## src/rtl/wb_pkg.sv

```systemverilog
// Shared widths for the writeback stage.
// Build with WB_SCOREBOARD_EN defined to enable the load scoreboard.
package wb_pkg;
  localparam int WB_LEN_WORD     = 32;
  localparam int WB_LEN_REG_ADDR = 5;

  function automatic int cnt_w(input int n);
    return $clog2(n + 1);
  endfunction
endpackage

```

## src/rtl/wb_load_fifo.sv

```systemverilog
// Circular buffer of {rd, data} load results.
// Power-of-two depth, so pointers wrap on overflow.
module wb_load_fifo
  import wb_pkg::*;
#(
  parameter int DEPTH = 2,
  parameter int AW    = WB_LEN_REG_ADDR,
  parameter int DW    = WB_LEN_WORD
) (
  input  logic          clk,
  input  logic          rst,
  input  logic          push,
  input  logic [AW-1:0] push_rd,
  input  logic [DW-1:0] push_data,
  input  logic          pop,
  output logic          full,
  output logic          empty,
  output logic [AW-1:0] head_rd,
  output logic [DW-1:0] head_data
);

  localparam int PW = $clog2(DEPTH);
  localparam int CW = cnt_w(DEPTH);

  logic [AW-1:0] rd_q   [DEPTH];
  logic [DW-1:0] data_q [DEPTH];
  logic [PW-1:0] wp;
  logic [PW-1:0] rp;
  logic [CW-1:0] cnt;

  always_ff @(posedge clk or posedge rst) begin
    if (rst) begin
      wp  <= '0;
      rp  <= '0;
      cnt <= '0;
    end else begin
      if (push) wp <= wp + 1'b1;
      if (pop)  rp <= rp + 1'b1;
      cnt <= cnt + CW'(push) - CW'(pop);
    end
  end

  always_ff @(posedge clk) begin
    if (push) begin
      rd_q[wp]   <= push_rd;
      data_q[wp] <= push_data;
    end
  end

  assign full      = (cnt == CW'(DEPTH));
  assign empty     = (cnt == '0);
  assign head_rd   = rd_q[rp];
  assign head_data = data_q[rp];

endmodule

```

## src/rtl/wb_stage.sv

```systemverilog
// Writeback arbiter: ALU results vs queued loads, with starvation throttle.
// WB_SCOREBOARD_EN adds the busy-register scoreboard driving stall.
module wb_stage
  import wb_pkg::*;
#(
  parameter int LEN_WORD     = WB_LEN_WORD,
  parameter int LEN_REG_ADDR = WB_LEN_REG_ADDR,
  parameter int LQ_DEPTH     = 2,
  parameter int STARVE_MAX   = 4
) (
  input  logic                    clk,
  input  logic                    rst,
  input  logic                    alu_valid,
  input  logic [LEN_REG_ADDR-1:0] alu_rd,
  input  logic [LEN_WORD-1:0]     alu_data,
  output logic                    alu_hold,
  input  logic                    ld_valid,
  output logic                    ld_ready,
  input  logic [LEN_REG_ADDR-1:0] ld_rd,
  input  logic [LEN_WORD-1:0]     ld_data,
  input  logic                    iss_valid,
  input  logic [LEN_REG_ADDR-1:0] iss_rd,
  input  logic [LEN_REG_ADDR-1:0] chk_rs1,
  input  logic [LEN_REG_ADDR-1:0] chk_rs2,
  output logic                    stall,
  output logic [LEN_REG_ADDR-1:0] ard,
  output logic [LEN_WORD-1:0]     drd
);

  localparam int SW = cnt_w(STARVE_MAX);

  logic                    lq_full;
  logic                    lq_empty;
  logic [LEN_REG_ADDR-1:0] head_rd;
  logic [LEN_WORD-1:0]     head_data;
  logic                    push;
  logic                    pop;
  logic [LEN_REG_ADDR-1:0] sel_rd;
  logic [LEN_WORD-1:0]     sel_data;
  logic [SW-1:0]           starve_q;
  logic [SW-1:0]           starve_d;

  // No pass-through: a full queue refuses even on a dequeue cycle.
  assign ld_ready = ~rst & ~lq_full;
  assign push     = ld_valid & ld_ready & (ld_rd != '0);
  assign pop      = ~alu_valid & ~lq_empty;

  wb_load_fifo #(
    .DEPTH (LQ_DEPTH),
    .AW    (LEN_REG_ADDR),
    .DW    (LEN_WORD)
  ) u_lq (
    .clk       (clk),
    .rst       (rst),
    .push      (push),
    .push_rd   (ld_rd),
    .push_data (ld_data),
    .pop       (pop),
    .full      (lq_full),
    .empty     (lq_empty),
    .head_rd   (head_rd),
    .head_data (head_data)
  );

  always_comb begin
    sel_rd   = '0;
    sel_data = '0;
    unique case (1'b1)
      alu_valid: begin
        sel_rd   = alu_rd;
        sel_data = alu_data;
      end
      pop: begin
        sel_rd   = head_rd;
        sel_data = head_data;
      end
      default: ;
    endcase
  end

  always_comb begin
    starve_d = '0;
    if (alu_valid & ~lq_empty) begin
      if (starve_q == SW'(STARVE_MAX)) starve_d = starve_q;
      else                             starve_d = starve_q + 1'b1;
    end
  end

  always_ff @(posedge clk or posedge rst) begin
    if (rst) begin
      ard      <= '0;
      drd      <= '0;
      starve_q <= '0;
      alu_hold <= 1'b0;
    end else begin
      ard      <= sel_rd;
      drd      <= sel_data;
      starve_q <= starve_d;
      alu_hold <= (starve_d == SW'(STARVE_MAX));
    end
  end

`ifdef WB_SCOREBOARD_EN
  localparam int NREG = 1 << LEN_REG_ADDR;

  logic [NREG-1:0] busy_q;
  logic [NREG-1:0] set_v;
  logic [NREG-1:0] clr_v;

  always_comb begin
    set_v = '0;
    clr_v = '0;
    if (iss_valid) set_v[iss_rd]  = 1'b1;
    if (pop)       clr_v[head_rd] = 1'b1;
  end

  // Set after clear so a same-cycle reissue keeps the bit; x0 never busy.
  always_ff @(posedge clk or posedge rst) begin
    if (rst) busy_q <= '0;
    else     busy_q <= ((busy_q & ~clr_v) | set_v) & ~NREG'(1);
  end

  assign stall = busy_q[chk_rs1] | busy_q[chk_rs2];
`else
  wire unused_sb = ^{iss_valid, iss_rd, chk_rs1, chk_rs2};

  assign stall = 1'b0;
`endif

endmodule

```

## config.mk

```make
export PLATFORM = sky130hd
export DESIGN_NAME = wb_stage
export DESIGN_NICKNAME = d
export VERILOG_FILES = /design/src/rtl/wb_pkg.sv /design/src/rtl/wb_load_fifo.sv /design/src/rtl/wb_stage.sv
export SDC_FILE = /design/constraint.sdc
export NUM_CORES = 1
export LEC_CHECK = 0
export ABC_CLOCK_PERIOD_IN_PS = 10270
export BUFFER_PORTS_ARGS = -buffer_cell sky130_fd_sc_hd__buf_2
export CAP_MARGIN = 10
export CORE_ASPECT_RATIO = 0.7
export CORE_MARGIN = 3
export CORE_UTILIZATION = 52
export DETAILED_ROUTE_END_ITERATION = 10
export GPL_ROUTABILITY_DRIVEN = 0
export PLACE_DENSITY = 0.82
export SYNTH_ARGS = -nofsm -noshare
export SYNTH_HDL_FRONTEND = slang
export SYNTH_SLANG_ARGS = --single-unit
```

## constraint.sdc

```tcl
create_clock -name clk -period 10.27 [get_ports clk]
set_input_delay 1.5405 -clock clk [delete_from_list [all_inputs] [get_ports clk]]
set_output_delay 1.5405 -clock clk [all_outputs]
set_load 0.03 [all_outputs]
```

==> reports/metrics.cfg <==
[run_status]
outcome=complete, no violations

[die]
ioPinCount=134
dieArea_mm2=0.00970
die_w_um=116
die_y_um=83.3
start_util_pct=55.0
core_area_mm2=0.00807
fp-row-count=27

[timing]
tightest_slew_ns=1.19
hold_violations=0
relSlewSlack_pct=20.7
period_share_pct=40.3
worst_slack_ns=6.13
finalCriticalPeriod_ns=4.14
fin_hold_ws_ns=0.516
setup_viol=0
slew_violations=0
clock.fmax_ghz=0.242
rsz0062_at_grt=no
fin_worst_skew_ns=0.0109
fin_setup_tns_ns=0

[clocking]
cts_inserted_buffers=17
cts_resized=0
hold_buffers=0
cts_sinks=119
cts_max_level=4
cts_tree=built
cts_setup_buffers=0
clock_path_buffers=2
insertion_delay_ns=0.40
clkTransAtPathRegs_ns=0.05
root_buffer=clkbuf_16

[layout]
final_common_cell=buf_2
finish.utilization_pct=69.6
most-common-layout-cells=116 x buf_2, 74 x edfxtp_1, 44 x dfrtp_1
diodes=0
final_area_mm2=0.00562
drive_above_1_share_pct=36.5
layout.nets=506
syn2layout_area_growth_pct=26.6

[logic_synthesis]
netlist_area_mm2=0.00444
yosys_warnings=0
syn_nets=382
ys_ff_latch=119
synth_area_per_cell_um2=15.6
ys_types=30
syn_inst=285
synth_seq_area_share_pct=75.4

[worst_hold_path]
min_path_type=register to register

[global_routing]
grt_use_total_pct=18.5
grt_pass1_vias=2789
grt_pass1_wl_mm=13.4
grt_max_degree=47
antenna_found_initial=0
grt_overflow=0

[setup_path]
crit_top_cell=buf_2
end_kind=output port
cp_max_fo=46
crit_path_cell_trace=buf_2 -> inv_2 -> buf_4 -> and2_1 -> buf_2
path_class=input pin to output port
worstPathRequired_ns=8.73
critPathLaunchType=input pin
cpMaxStageDelayCell=buf_4
slowest_delay_ns=0.50
worst-endpoint-arrival_ns=2.60

[placed_design]
dpl_worst_slack_ns=6.09
portBuffers=116
place_area_mm2=0.00508
post-dp-hpwl_mm=5.14

[flow_run]
drv_cap=0

[drt]
avgViaCountPerCell=5.06
first_iter_violations=143
route.detailed.drc=0
wire_per_inst_um=15.8
drt-total-wl_mm=8.24
drtPass1Iterations=4
ant_nets=0
vias=2647

[power_and_ir_drop]
power_density_mw_per_mm2=265
p_leak_nw=2.46
vdd_drop_max_mv=0.169

[through the flow]
stage	total power, mW	std cells
floorplan	0.888	285
global placement	0.960	491
detailed placement	0.970	491
CTS	1.51	523
global route	1.56	523
finish	1.49	523
[kinds of logic after synthesis]
family,count (synthesis),share of synthesized area (%)
DFF,119,75.4
and+or+nand+nor,59,5.89
AOI/OAI and AO/OA,45,6.00
muxes,37,8.34
buffers and inverters,18,2.70
adders and majority gates,3,0.845
xor gates and xnor gates,3,0.761
other,1,0.0844
[final timing paths]
check                      slack [ns]               start  cells past startpoint         endpoint
min in group asynchronous        1.31                 rst                      3          drd[17]
max in group asynchronous        8.51                 rst                      3          u_lq.rp
setup / recovery                 6.13                 rst                      5         ld_ready
hold / removal                   0.52  u_lq.data_q[0][24]                      2          drd[24]
setup reg to reg                 8.16         u_lq.cnt[0]                      3  u_lq.rd_q[0][0]
hold reg to reg                  0.52  u_lq.data_q[0][24]                      2          drd[24]
[worst max-delay path, delay by kind of cell]
family,cells,cell delay (ns)
simple gates,1,0.21
buf+inv,4,0.84
[flip-flops by register name (all words and copies together), names as in the netlist, 2 cells and up]
name / count
u_lq.rd_q: 10
starve_q: 3
u_lq.data_q: 64
u_lq.cnt: 2
ard: 5
drd: 32
[cell usage after synthesis]
cell	count	area, um2
or3_4	1	11.3
a211oi_2	1	12.5
o21ai_0	20	100
nor3_1	1	5.00
o21bai_4	1	18.8
nand2_1	43	161
edfxtp_1	74	2220
buf_2	1	5.00
nor3_4	1	16.3
o221ai_2	1	15.0
o32a_1	1	10.0
xnor2_2	1	16.3
buf_4	3	22.5
inv_1	4	15.0
buf_6	5	56.3
nor3b_1	1	7.51
mux2i_1	37	370
clkbuf_1	3	11.3
dfrtp_1	45	1130
and2_1	1	6.26
nor2_1	7	26.3
conb_1	1	3.75
a21bo_2	1	10.0
nand3b_1	2	15.0
nor2b_1	1	6.26
o21ai_1	20	100
clkbuf_2	2	10.0
xnor2_1	2	17.5
ha_1	3	37.5
nand2b_1	1	6.26
[layout make-up]
type	instances	area, um2
clock inverters	4	45.0
inverters	4	15.0
clock buffers	28	497
well taps	101	126
flip-flops and latches	119	3350
fillers	562	2450
repair buffers	119	603
multi-input cells	148	986
[where the power goes]
group	total (mW)	switching, mW	internal [mW]
Clock	0.535	0.185	0.350
Sequential	0.661	0.0655	0.596
Combinational	0.296	0.179	0.117
[per-layer routing]
metal / vias up / routed length [um] / global-route usage, %
met4: 0 / 41 / 7.27
met1: 1281 / 3560 / 22.3
met5: - / 0 / 0
met2: 86 / 4020 / 29.6
met3: 8 / 623 / 7.50
li1: 1272 / - / -
(Power assumes the default switching activity.)
